## config.mk

```make
export PLATFORM = sky130hd
export DESIGN_NAME = switch_pkt_arbiter
export DESIGN_NICKNAME = d
export VERILOG_FILES = /design/src/rtl/switch_pkt_arbiter.sv
export SDC_FILE = /design/constraint.sdc
export NUM_CORES = 1
export LEC_CHECK = 0
export ABC_CLOCK_PERIOD_IN_PS = 3860
export CORE_ASPECT_RATIO = 1.4
export CORE_UTILIZATION = 23
export DETAILED_ROUTE_END_ITERATION = 16
export RECOVER_POWER = 25
export SYNTH_ARGS = -nofsm -noshare
export SYNTH_HDL_FRONTEND = slang
export SYNTH_SLANG_ARGS = --single-unit
export TNS_END_PERCENT = 10
```

## constraint.sdc

```tcl
create_clock -name CLK -period 3.86 [get_ports CLK]
set_input_delay 0.772 -clock CLK [delete_from_list [all_inputs] [get_ports CLK]]
set_output_delay 0.772 -clock CLK [all_outputs]
set_load 0.005 [all_outputs]
```

## src/rtl/switch_pkt_arbiter.sv

```systemverilog
// switch_pkt_arbiter: round-robin, packet-granular output-port arbiter.
// Picks one of N_PORTS input buffers, locks onto it until the packet tail
// passes, and presents the chosen flit in a single registered output stage.
//
// Output handshake: out_valid=1 means out_flit/out_last/out_select hold a flit
// that has not been taken yet. The flit is consumed on a rising CLK edge where
// out_valid && out_ready. While out_valid && !out_ready the stage is frozen.
// The register may load a new flit whenever it is empty or being consumed
// (load_en). pop[i] is the matching dequeue strobe to input i: it is high in
// exactly the cycle its flit is loaded, and never while RST is high.
module switch_pkt_arbiter #(
    parameter int N_PORTS = 4,
    parameter int FLIT_W  = 32,
    parameter int BURST   = 1,
    parameter int SEL_W   = (N_PORTS > 1) ? $clog2(N_PORTS) : 1
) (
    input  logic                      CLK,
    input  logic                      RST,
    input  logic [N_PORTS-1:0]        bid,
    input  logic [N_PORTS*FLIT_W-1:0] rdata,
    input  logic [N_PORTS-1:0]        last,
    output logic [N_PORTS-1:0]        pop,
    output logic [FLIT_W-1:0]         out_flit,
    output logic                      out_last,
    output logic [SEL_W-1:0]          out_select,
    output logic                      out_valid,
    input  logic                      out_ready,
    output logic                      locked
);

    // Burst counter only needs to reach BURST-1.
    localparam int CNT_W = (BURST > 1) ? $clog2(BURST) : 1;

    typedef enum logic {
        IDLE   = 1'b0,
        LOCKED = 1'b1
    } state_t;

    state_t             state;
    state_t             state_nxt;
    logic [SEL_W-1:0]   ptr;
    logic [SEL_W-1:0]   win;
    logic [SEL_W-1:0]   scan;
    logic [CNT_W-1:0]   cnt;
    logic [CNT_W-1:0]   cnt_nxt;
    logic               sel_valid;
    logic               load_en;
    logic               load;

    assign load_en = !out_valid || out_ready;
    assign load    = load_en && sel_valid && !RST;

    // Winner selection: locked owner, burst continuation, or round-robin scan from ptr+1.
    always_comb begin
        win       = ptr;
        scan      = ptr;
        sel_valid = 1'b0;
        cnt_nxt   = cnt;
        if (state == LOCKED) begin
            sel_valid = bid[ptr];
        end else if (bid[ptr] && (int'(cnt) < BURST - 1)) begin
            sel_valid = 1'b1;
            cnt_nxt   = cnt + 1'b1;
        end else begin
            cnt_nxt = '0;
            // Visits ptr+1 .. ptr (ptr last), wrapping explicitly at N_PORTS-1.
            for (int k = 0; k < N_PORTS; k++) begin
                scan = (scan == SEL_W'(N_PORTS - 1)) ? '0 : scan + 1'b1;
                if (!sel_valid && bid[scan]) begin
                    sel_valid = 1'b1;
                    win       = scan;
                end
            end
        end
    end

    // FSM state register.
    always_ff @(posedge CLK) begin
        if (RST) begin
            state <= IDLE;
        end else begin
            state <= state_nxt;
        end
    end

    // FSM next state: a non-tail head locks, the owner's tail unlocks.
    always_comb begin
        state_nxt = state;
        case (state)
            IDLE:    if (load && !last[win]) state_nxt = LOCKED;
            LOCKED:  if (load && last[win])  state_nxt = IDLE;
            default: state_nxt = IDLE;
        endcase
    end

    // FSM outputs: dequeue strobe for the loaded input and the lock indicator.
    always_comb begin
        pop = '0;
        if (load) begin
            pop[win] = 1'b1;
        end
        locked = (state == LOCKED);
    end

    // Output register, round-robin pointer and burst counter.
    always_ff @(posedge CLK) begin
        if (RST) begin
            out_flit   <= '0;
            out_last   <= 1'b0;
            out_select <= '0;
            out_valid  <= 1'b0;
            ptr        <= SEL_W'(N_PORTS - 1);
            cnt        <= '0;
        end else if (load) begin
            out_flit   <= rdata[win*FLIT_W +: FLIT_W];
            out_last   <= last[win];
            out_select <= win;
            out_valid  <= 1'b1;
            ptr        <= win;
            cnt        <= cnt_nxt;
        end else if (load_en) begin
            out_valid  <= 1'b0;
        end
    end

endmodule

```

# ---- Word level (Yosys, flattened, before mapping)
# Index checks and enable logic that the tools add are counted.
dict set report totals {
  reg_bits 39
}
dict set report op_classes {
  n_reduce_logical 16
  bitwise 1
  magnitude_cmp 7
  shift 1
  n_addsub 4
  mux 37
  eq_ne 4
}
# op n
set ops {}
lappend ops {{$shiftx 128x8->32} 1}
lappend ops {{$mux 1} 19}
lappend ops {{$lt 2x3->1 const B} 6}
lappend ops {{$mux 2} 9}
lappend ops {{$bmux 1 s2} 6}
lappend ops {{$add 2x1->2 const B} 4}
lappend ops {{$eq 2x2->1 const B} 4}
lappend ops {{$logic_and 1x1->1} 8}
lappend ops {{$logic_not 1->1} 6}
lappend ops {{$mux 4} 1}
lappend ops {{$demux 1 s2} 1}
lappend ops {{$ge 2x1->1 const B} 1}
lappend ops {{$pmux 1 s2} 1}
lappend ops {{$reduce_bool 2->1} 1}
lappend ops {{$logic_or 1x1->1} 1}
lappend ops {{$not 1->1} 1}

# ---- Longest topological paths before layout
dict set report logic_depth {
  depth_word 24
  depth_mapped 9
}

# ---- Least setup slack after synthesis
# OpenSTA, ideal clock, no wires.
dict set report synth_timing {
  kind {input -> output}
  startpoint {input bid[2]}
  endpoint {output pop[2]}
  setup_slack_ns 0.540
  path_stages 7
  required_time_ns 3.088
  arrival_ns 2.548
  path_cell_list {buf_2 nor2b_1 mux4_2 o41ai_2 nand2_1 buf_1 nor4_1}
}
dict set report synth_between {
  elab_chain_cells 21
  elab_cells_between_ends 37
}
# item line_no
set synth_rtl {}
lappend synth_rtl {{start: declaration} 19} ;# input logic [N_PORTS-1:0] bid,
lappend synth_rtl {{$bmux 1 s2} 69} ;# if (!sel_valid && bid[scan]) begin
lappend synth_rtl {{$mux 1 (not written as such)} 69}
lappend synth_rtl {{$mux 1} 69}
lappend synth_rtl {{$mux 1} 59} ;# if (state == LOCKED) begin
lappend synth_rtl {{$logic_not 1->1} 69}
lappend synth_rtl {{$logic_and 1x1->1} 69}
lappend synth_rtl {{$mux 1} 69}
lappend synth_rtl {{$mux 1} 59}
lappend synth_rtl {{[... 5 more ...]} -}
lappend synth_rtl {{$logic_and 1x1->1} 69}
lappend synth_rtl {{$mux 2} 69}
lappend synth_rtl {{$mux 2} 59}
lappend synth_rtl {{$lt 2x3->1 (not written as such) or $ge 2x1->1 (tied branches)} 100} ;# pop[win] = 1'b1;
lappend synth_rtl {{$logic_and 1x1->1 (not written as such)} 100}
lappend synth_rtl {{$mux 1 (not written as such)} 100}
lappend synth_rtl {{$demux 1 s2} 100}
lappend synth_rtl {{$mux 4 (*)} 99} ;# if (load) begin
lappend synth_rtl {{end: declaration} 22} ;# output logic [N_PORTS-1:0] pop,
# Mark *: on every way between the ends. The rest lies on a longest branch, timed or not. The select of a mux whose other input is x is not followed.

# ---- Worst setup path in the final report
dict set report layout_timing {
  startpoint {input bid[0]}
  endpoint {output pop[3]}
}
# Same word-level chain as after synthesis.

==> results.json <==
{
  "status": "finished clean",
  "crit_path_start_kind": "input port",
  "synth_nets": 408,
  "max_cap_viol_count": 0,
  "grt_max_degree": 35,
  "synthCells": 268,
  "dieArea_mm2": 0.0111,
  "dp.cells": 586,
  "synth_edf_count": 0,
  "netlist-cell-type-count": 40,
  "routed.top_layer": "met4",
  "grt_first_pass_wirelength_mm": 13.3,
  "areaGrowthSynthToFinish_pct": 91.1,
  "setup_viol": 0,
  "clk_latency_ns": 0.28,
  "timing.rr.start": "ptr[1]",
  "num_rows": 44,
  "postCtsHoldBufs": 0,
  "fill_cells": 1056,
  "p_per_area_mw_per_mm2": 545,
  "ys_warn_count": 0,
  "postSynthAreaPerCell_um2": 9.14,
  "async_reset_ff_share_pct": 0,
  "diodes": 0,
  "slew-limit-headroom_pct": 61.8,
  "power_uw": 2550,
  "min_path_cells": 2,
  "grt.total_usage_pct": 15.6,
  "die_w_um": 89.2,
  "cts-root-buf": "clkbuf_16",
  "ir_worst_vdd_uv": 233,
  "rr_endpoint": "out_last",
  "yosysSeqAreaShare_pct": 31.9,
  "finalCriticalPeriod_ns": 3.81,
  "fmax_mhz": 262,
  "arrival_ns": 3.04,
  "antenna_found_initial": 0,
  "dp_hpwl_mm": 7.03,
  "fin_nets": 596,
  "numCtsBuffers": 5,
  "synth_top_area_cell": "dfxtp_1",
  "synth_ff_type": "dfxtp_1",
  "fin_cells": 595,
  "final-hold-violation-count": 0,
  "fp.coreArea_mm2": 0.0103,
  "final_layout_size_suffix_gt1_share_pct": 9.85,
  "ff2ff_path_depth": 10,
  "routedWlPerCell_um": 15.0,
  "clockBufferDepth": 2,
  "initialDrtViolationCount": 79,
  "period_share_pct": 98.8,
  "antenna_left": 0,
  "yosysMostFrequentCell": "mux2i_1",
  "netlist_top_cells_count": "66 x mux2i_1, 39 x dfxtp_1, 37 x nand2_1",
  "syn-cell-area_mm2": 0.00245,
  "path_class": "input port to primary output",
  "regArea_um2": 781,
  "multiInputGateArea_mm2": 0.00162,
  "post-place-ws_ns": -0.270,
  "slew_violations": 0,
  "ctsHtreeMaxLevel": 2,
  "yosys_register_bits": 39,
  "vias": 2853,
  "grt.overflow.total": 0,
  "rrSetupSlack_ns": 0.82,
  "clk_pin_slew_worst_paths_ns": 0.06,
  "end_kind": "primary output",
  "vias_per_cell": 4.79,
  "portBuffers": 179,
  "drc": 0,
  "drt-total-wl_mm": 8.91,
  "rsz0062_at_grt": "true",
  "first_global_vias": 2812,
  "synth_area_leaders": "dfxtp_1 32%, mux2i_1 27%, o221ai_1 12%",
  "cts_tree": "done",
  "initial_core_util_pct": 23.7,
  "setup_slack_ns": 0.0457,
  "tightest_slew_ns": 0.573,
  "die_y_um": 124,
  "hold_start": "out_flit[7]",
  "wl_met1_mm": 3.49,
  "clock-sinks": 39,
  "p_leak_uw": 0.00201,
  "route.met3.wl_um": 463,
  "hp-class": "flop to flop",
  "path_max_fanout": 4,
  "ioPinCount": 180,
  "wl_met2_mm": 4.85,
  "synth_top_area_share_pct": 31.9,
  "crit_required_ns": 3.09,
  "drt_first_pass_iters": 4,
  "min_to": "out_flit[7]",
  "routabilityCongestion": 0.864,
  "skew_ns": 0.00941
}
[cell usage in the layout, fill, tap and decap left out, drive strengths merged, types with 3 or more instances in the layout]
master and count:
a21oi 5, buf 23, clkbuf 8, clkdlybuf4s50 157
dfxtp 39, dlygate4sd3 19, inv 3, mux2i 66
nand2 37, nand2b 5, nor2 12, nor2b 5
nor3 3, nor4 4, o21ai 7, o221ai 33
[critical path: stages]
cell	delay [ns]
clkdlybuf4s50_1	0.46
buf_4	0.17
mux4_2	0.45
and2_1	0.17
o21a_1	0.19
and2_1	0.19
and3_1	0.19
clkdlybuf4s50_1	0.44
[layer usage]
layer	GRT usage (%)	vias to the layer above
li1	-	1397
met2	29.4	112
met3	3.11	7
met4	3.87	0
met1	17.7	1337
met5	0	-
[final cells by class]
type | instances | share of cell area [%]
well taps | 138 | 3.69
clock buffers | 7 | 2.83
inverters | 3 | 0.241
repair buffers | 202 | 41.8
multi-input cells | 205 | 34.7
flip-flops and latches | 39 | 16.7
clock inverters | 1 | 0.107
[state kept, by name, summed over array words and instances (netlist names), named ones only]
register    flops
out_flit       32
out_select      2
out_last        1
out_valid       1
ptr             2
[report_power, final]
group	switching [µW]	internal, µW	total (µW)
clock	156	239	395
sequential	101	588	689
combinational	638	828	1470
total	895	1650	2550
[through the flow]
stage	TNS (ns)	hold WS, ns	cell area (µm²)	utilization [%]
4_1_cts	0	0.461	4670	45.2
3_3_place_gp	-0.624	0.443	4490	43.4
2_1_floorplan	0	0.447	2450	-
6_report	0	0.456	4680	45.2
5_1_grt	-0.146	0.466	4680	45.2
3_5_place_dp	-0.822	0.449	4490	43.4
[logic make-up after synthesis]
| logic type | synth area share [%] |
|---|---|
| AO/OA/AOI/OAI | 19.1 |
| adder cells (fa/ha/maj) | 0.511 |
| buffers and inverters | 4.49 |
| flip-flops | 31.9 |
| multiplexers | 28.8 |
| AND/OR/NAND/NOR | 15.2 |
[how the worst max path moves through the flow]
stage | from | cells after the start | end | slack (ns)
floorplan | bid[2] | 7 | pop[2] | 0.54
global route | bid[0] | 9 | pop[1] | -0.07
detailed placement | bid[2] | 8 | pop[2] | -0.27
CTS | bid[2] | 8 | pop[2] | 0.003
finish | bid[0] | 8 | pop[3] | 0.05
global placement | bid[2] | 7 | pop[2] | -0.22
[what timing repair did]
| item | 4_1_cts | 5_1_grt |
|---|---|---|
| buffers inserted | 1 | 0 |
| endpoints found under the setup margin | 4 | 4 |
| resized for setup | 8 | 5 |
| cloned | 0 | 0 |
| pin swaps | 5 | 3 |
(Power assumes the default switching activity.)
